## src/rtl/demux4a1_capture_pkg.sv

```systemverilog
// ---------------------------------------------------------------------------
// demux4a1_capture_pkg
// Shared definitions for the 4-slot BCD capture demultiplexer and the matching
// 4:1 display multiplexer: slot count, slot index width and FSM encodings.
// ---------------------------------------------------------------------------
package demux4a1_capture_pkg;

    // Number of time-multiplexed slots per frame (one per BCD digit).
    localparam int unsigned SLOT_COUNT = 4;

    // Width of a slot index.
    localparam int unsigned SEL_W = 2;

    // Index of the last slot of a frame.
    localparam logic [SEL_W-1:0] LAST_SEL = 2'd3;

    // Capture FSM encodings, 1 bit.
    localparam logic ST_IDLE_ENC = 1'b0;
    localparam logic ST_RECV_ENC = 1'b1;

    typedef enum logic {
        ST_IDLE = ST_IDLE_ENC,  // waiting for a start of frame
        ST_RECV = ST_RECV_ENC   // collecting slots 1..3
    } state_e;

endpackage : demux4a1_capture_pkg

```

## src/rtl/demux4a1_capture_dec2a4.sv

```systemverilog
// ---------------------------------------------------------------------------
// dec2a4
// 2-to-4 one-hot decoder with enable. Turns a slot index into per-slot write
// enables.
//   code   : slot index (0..3)
//   en     : decoder enable; all outputs low when 0
//   onehot : one-hot write enables, bit i set when en=1 and code=i
// ---------------------------------------------------------------------------
module dec2a4
    import demux4a1_capture_pkg::*;
(
    input  logic [SEL_W-1:0] code,
    input  logic             en,
    output logic [3:0]       onehot
);

    // One-hot decode of the slot index, gated by the enable.
    always_comb begin
        onehot = 4'b0000;
        if (en) begin
            case (code)
                2'd0:    onehot = 4'b0001;
                2'd1:    onehot = 4'b0010;
                2'd2:    onehot = 4'b0100;
                2'd3:    onehot = 4'b1000;
                default: onehot = 4'b0000;
            endcase
        end else begin
            onehot = 4'b0000;
        end
    end

endmodule : dec2a4

```

## src/rtl/demux4a1_capture.sv

```systemverilog
// ---------------------------------------------------------------------------
// demux4a1_capture
// Captures a time-multiplexed stream of four WIDTH-bit words (a frame, slot 0
// marked by sof) into four registered parallel outputs. Slots 0..2 are held in
// a shadow buffer; the outputs update atomically when slot 3 arrives, so a
// partial frame never becomes visible.
//   clk        : clock, rising edge
//   rst        : asynchronous active-high reset
//   din        : time-multiplexed data word
//   din_valid  : din is meaningful this cycle
//   sof        : start of frame (qualified by din_valid), din is slot 0
//   q0..q3     : last complete frame
//   sel        : index of the next slot to be captured
//   frame_done : one-cycle pulse, q0..q3 were just updated
//   sync_err   : one-cycle pulse, frame restarted by an early sof
// ---------------------------------------------------------------------------
module demux4a1_capture
    import demux4a1_capture_pkg::*;
#(
    parameter int unsigned WIDTH = 4
) (
    input  logic             clk,
    input  logic             rst,
    input  logic [WIDTH-1:0] din,
    input  logic             din_valid,
    input  logic             sof,
    output logic [WIDTH-1:0] q0,
    output logic [WIDTH-1:0] q1,
    output logic [WIDTH-1:0] q2,
    output logic [WIDTH-1:0] q3,
    output logic [SEL_W-1:0] sel,
    output logic             frame_done,
    output logic             sync_err
);

    state_e           state_r;
    logic [SEL_W-1:0] sel_r;
    logic [WIDTH-1:0] shadow_r [0:SLOT_COUNT-2];
    logic [WIDTH-1:0] q0_r;
    logic [WIDTH-1:0] q1_r;
    logic [WIDTH-1:0] q2_r;
    logic [WIDTH-1:0] q3_r;
    logic             frame_done_r;
    logic             sync_err_r;

    logic [SEL_W-1:0] dec_code_s;
    logic             dec_en_s;
    logic [3:0]       we_s;

    // Decoder input: a valid sof always targets slot 0 (in either state);
    // otherwise only RECV accepts words, at the current slot index.
    always_comb begin
        dec_code_s = sel_r;
        dec_en_s   = 1'b0;
        if (din_valid && sof) begin
            dec_code_s = 2'd0;
            dec_en_s   = 1'b1;
        end else if (din_valid && (state_r == ST_RECV)) begin
            dec_code_s = sel_r;
            dec_en_s   = 1'b1;
        end else begin
            dec_code_s = sel_r;
            dec_en_s   = 1'b0;
        end
    end

    // we_s[0..2] write the shadow slots; we_s[3] marks the frame-completing word.
    dec2a4 u_dec2a4 (
        .code   (dec_code_s),
        .en     (dec_en_s),
        .onehot (we_s)
    );

    // Capture FSM: state, slot index, shadow buffer, outputs and pulses.
    always_ff @(posedge clk or posedge rst) begin
        if (rst) begin
            state_r      <= ST_IDLE;
            sel_r        <= 2'd0;
            q0_r         <= '0;
            q1_r         <= '0;
            q2_r         <= '0;
            q3_r         <= '0;
            frame_done_r <= 1'b0;
            sync_err_r   <= 1'b0;
            for (int i = 0; i < SLOT_COUNT - 1; i++) begin
                shadow_r[i] <= '0;
            end
        end else begin
            // Pulses default low so each lasts exactly one cycle.
            frame_done_r <= 1'b0;
            sync_err_r   <= 1'b0;

            if (we_s[0]) shadow_r[0] <= din;
            if (we_s[1]) shadow_r[1] <= din;
            if (we_s[2]) shadow_r[2] <= din;

            if (din_valid) begin
                case (state_r)
                    ST_IDLE: begin
                        // Words outside a frame are dropped silently.
                        if (sof) begin
                            sel_r   <= 2'd1;
                            state_r <= ST_RECV;
                        end
                    end
                    ST_RECV: begin
                        if (sof) begin
                            // Early sof: restart the frame, outputs untouched.
                            sync_err_r <= 1'b1;
                            sel_r      <= 2'd1;
                        end else if (we_s[3]) begin
                            // Slot 3 goes straight to q3 so the whole frame
                            // lands on the same edge.
                            q0_r         <= shadow_r[0];
                            q1_r         <= shadow_r[1];
                            q2_r         <= shadow_r[2];
                            q3_r         <= din;
                            frame_done_r <= 1'b1;
                            sel_r        <= 2'd0;
                            state_r      <= ST_IDLE;
                        end else begin
                            sel_r <= sel_r + 2'd1;
                        end
                    end
                    default: begin
                        sel_r   <= 2'd0;
                        state_r <= ST_IDLE;
                    end
                endcase
            end
        end
    end

    assign q0         = q0_r;
    assign q1         = q1_r;
    assign q2         = q2_r;
    assign q3         = q3_r;
    assign sel        = sel_r;
    assign frame_done = frame_done_r;
    assign sync_err   = sync_err_r;

    // LAST_SEL documents the completing slot for the display multiplexer side.
    logic last_slot_s;
    assign last_slot_s = (sel_r == LAST_SEL);
    logic unused_s;
    assign unused_s = last_slot_s;

endmodule : demux4a1_capture

```

## config.mk

```make
export PLATFORM = sky130hd
export DESIGN_NAME = demux4a1_capture
export DESIGN_NICKNAME = d
export VERILOG_FILES = /design/src/rtl/demux4a1_capture_pkg.sv /design/src/rtl/demux4a1_capture_dec2a4.sv /design/src/rtl/demux4a1_capture.sv
export SDC_FILE = /design/constraint.sdc
export NUM_CORES = 1
export LEC_CHECK = 0
export CORE_MARGIN = 4
export CORE_UTILIZATION = 49
export DETAILED_ROUTE_END_ITERATION = 8
export PLACE_DENSITY = 0.77
export SLEW_MARGIN = 20
export SYNTH_ARGS = -nofsm -noshare
export SYNTH_HDL_FRONTEND = slang
export SYNTH_HIERARCHICAL = 1
export SYNTH_SLANG_ARGS = --single-unit
```

## constraint.sdc

```tcl
create_clock -name clk -period 2 [get_ports clk]
set_input_delay 0.3 -clock clk [delete_from_list [all_inputs] [get_ports clk]]
set_output_delay 0.3 -clock clk [all_outputs]
set_load 0.03 [all_outputs]
```

==> metrics.yaml <==
fin_skew_ns: 0.00785
use_met3: 0.0660
cts.sinks: 33
pre_cts_ws_ns: -0.110
dieHeight_um: 60.7
worstMarginPinSlew_ns: 0.402
cts_tree: "yes"
synthCells: 87
finalWirelength_um: 2560
max_slew_margin: 0.732
path_cells: "clkdlybuf4s50_1"
start_util: 0.530
r2r_setup_slack_ns: 0.28
fmax_ghz: 0.570
period_needed_ns: 1.76
grt_pass1_wl_um: 4350
hold_path.class: "in -> async"
cts_resized: 0
grt_usage: 0.166
post-dp-hpwl_um: 1820
syn-num-nets: 95
wire_per_inst_um: 16.0
overflow: 0
syn_area_um2: 1360
grt_start_max_net_pins: 34
dr.pass1.iters: 4
clockBufferDepth: 2
rsz0062_at_grt: "no"
cp_data_arrival_time_ns: 1.46
yosysWarnings: 6
grt-busiest-layer: "met2"
cpPeakStageDelay_ns: 0.70
num_vias: 849
hold_viol: 0
rr_startpoint: "state_r"
status: "finished, final reports clean"
setup_violations: 0
drc_errors: 0
maxCapViolations: 0
cts.htree.levels: 2
area_delta_synth_final_pct: 34.2
netlist.area_leader.share: 0.607
core_area_um2: 2570
synth.area.top_cells: "dfrtp_1 61%, mux2_2 16%, mux2_4 9.9%"
drive_gt1_frac: 0.377
die_x_um: 60.7
critPathTopFamily: "buffers and inverters"
grt_antenna_before_repair: 0
drt_iter0_markers: 17
powerDensity_nw_per_um2: 1370
met2_usage: 0.269
worstSkewPairLatency_ns: 0.33
crit_slowest_cell: "clkdlybuf4s50_1"
yosysUniqueCellTypes: 21
grt_use_met1: 0.201
num_io_pins: 28
reg2reg_depth: 5
grt_pass1_vias: 932
ir_drop_mv: 0.900
die-area_um2: 3680
final_area_um2: 1830
ctsHoldBuffers: 0
clk_pin_slew_ns: 0.10
diodes: 0
start_kind: "flip-flop"
via_per_inst: 5.31
final_nets: 137
postCtsSetupRepairBufs: 0
static-leakage-power_nw: 0.880
critical_path_class: "reg -> out"
io_buffers: 27
critPathBufInv: 1
antenna_left: 0
numCtsBuffers: 5
synth_area_per_cell_um2: 15.6
yosysSeqAreaShare: 0.607
min_period_over_period: 0.878
clock-root-buffer: "clkbuf_4"
drv_slew: 0
crit_required_ns: 1.70
critPathMaxFanout: 6
num_rows: 18
yosysTopAreaCell: "dfrtp_1"
place_congestion: 0.717
fin_ws_ns: 0.245
ys_seq_elements: 33
worst_setup_path_end_kind: "primary output"
placed_area_um2: 1740
reg2reg_to: "q2[2]"
==> cells in the mapped netlist (all sizes together) <==
master  number
nor3b        3
nand4b       1
a21boi       1
o22ai        1
inv          3
and3b        2
nand2        4
o21ai        2
clkbuf       1
o21a         1
and3         2
dfrtp       33
a22o         1
buf          2
mux2        28
a21oi        1
a32oi        1
==> cell type report <==
cell class              instances  area [um^2]
clock buffers                   7         55.1
clock inverters                 1         30.0
fillers                       195          742
inverters                       3         11.3
multi-input cells              48          500
flip-flops and latches         33          826
well taps                      30         37.5
repair buffers                 38          365
==> through the flow <==
stage | power, mW | instances | util | setup TNS, ns | hold slack, ns
6_report | 2.50 | 160 | 0.711 | 0 | 0.355
2_1_floorplan | 1.61 | 87 | - | 0 | 0.389
3_3_place_gp | 1.97 | 152 | 0.678 | 0 | 0.487
4_1_cts | 2.53 | 160 | 0.711 | 0 | 0.362
5_1_grt | 2.64 | 160 | 0.711 | 0 | 0.362
3_5_place_dp | 2.01 | 152 | 0.678 | -1.77 | 0.492
==> flip-flops by register name, summed over array words and instances, names as in the netlist, 2 cells and up <==
signal and flops:
sel 2, q2 4, shadow_r 12, q1 4
q0 4, q3 4
==> per-layer routing <==
layer	vias to the layer above	share of wire	wire, um
li1	392	-	-
met1	428	0.44	1120
met2	24	0.49	1270
met3	5	0.060	155
met4	0	0.010	26
met5	-	0	0
==> cells by family after synthesis <==
kind of cell,count (synthesis),share of synthesized area
DFF,33,0.607
buffers and inverters,6,0.0248
and+or+nand+nor,12,0.0718
muxes,28,0.257
AOI/OAI and AO/OA,8,0.0396
==> cell usage in the layout (no fill, tap or decap), types with 2 or more instances in the layout <==
master            n
o21ai_0           2
and3b_1           2
clkbuf_4          5
nor3b_1           2
mux2_2           19
mux2_4            9
buf_4            10
dfrtp_1          33
nand2_1           4
inv_1             3
clkdlybuf4s50_1  27
==> power by group <==
part           total [mW]  internal (mW)  switching (mW)
Clock               0.513          0.298           0.215
Combinational       0.950          0.497           0.454
Sequential           1.04          0.904           0.134
==> worst max path at each step <==
stage / startpoint / end / depth (start not counted)
after floorplan: sel[0] / q0[0] / 5
after global placement: sof / q0[0] / 6
after detailed placement: sof / q1[1] / 6
after CTS: sel[0] / sel[0] / 1
after global routing: state_r / sel[1] / 6
final: sel[0] / sel[0] / 1
Power figures use the tool's default switching activity.
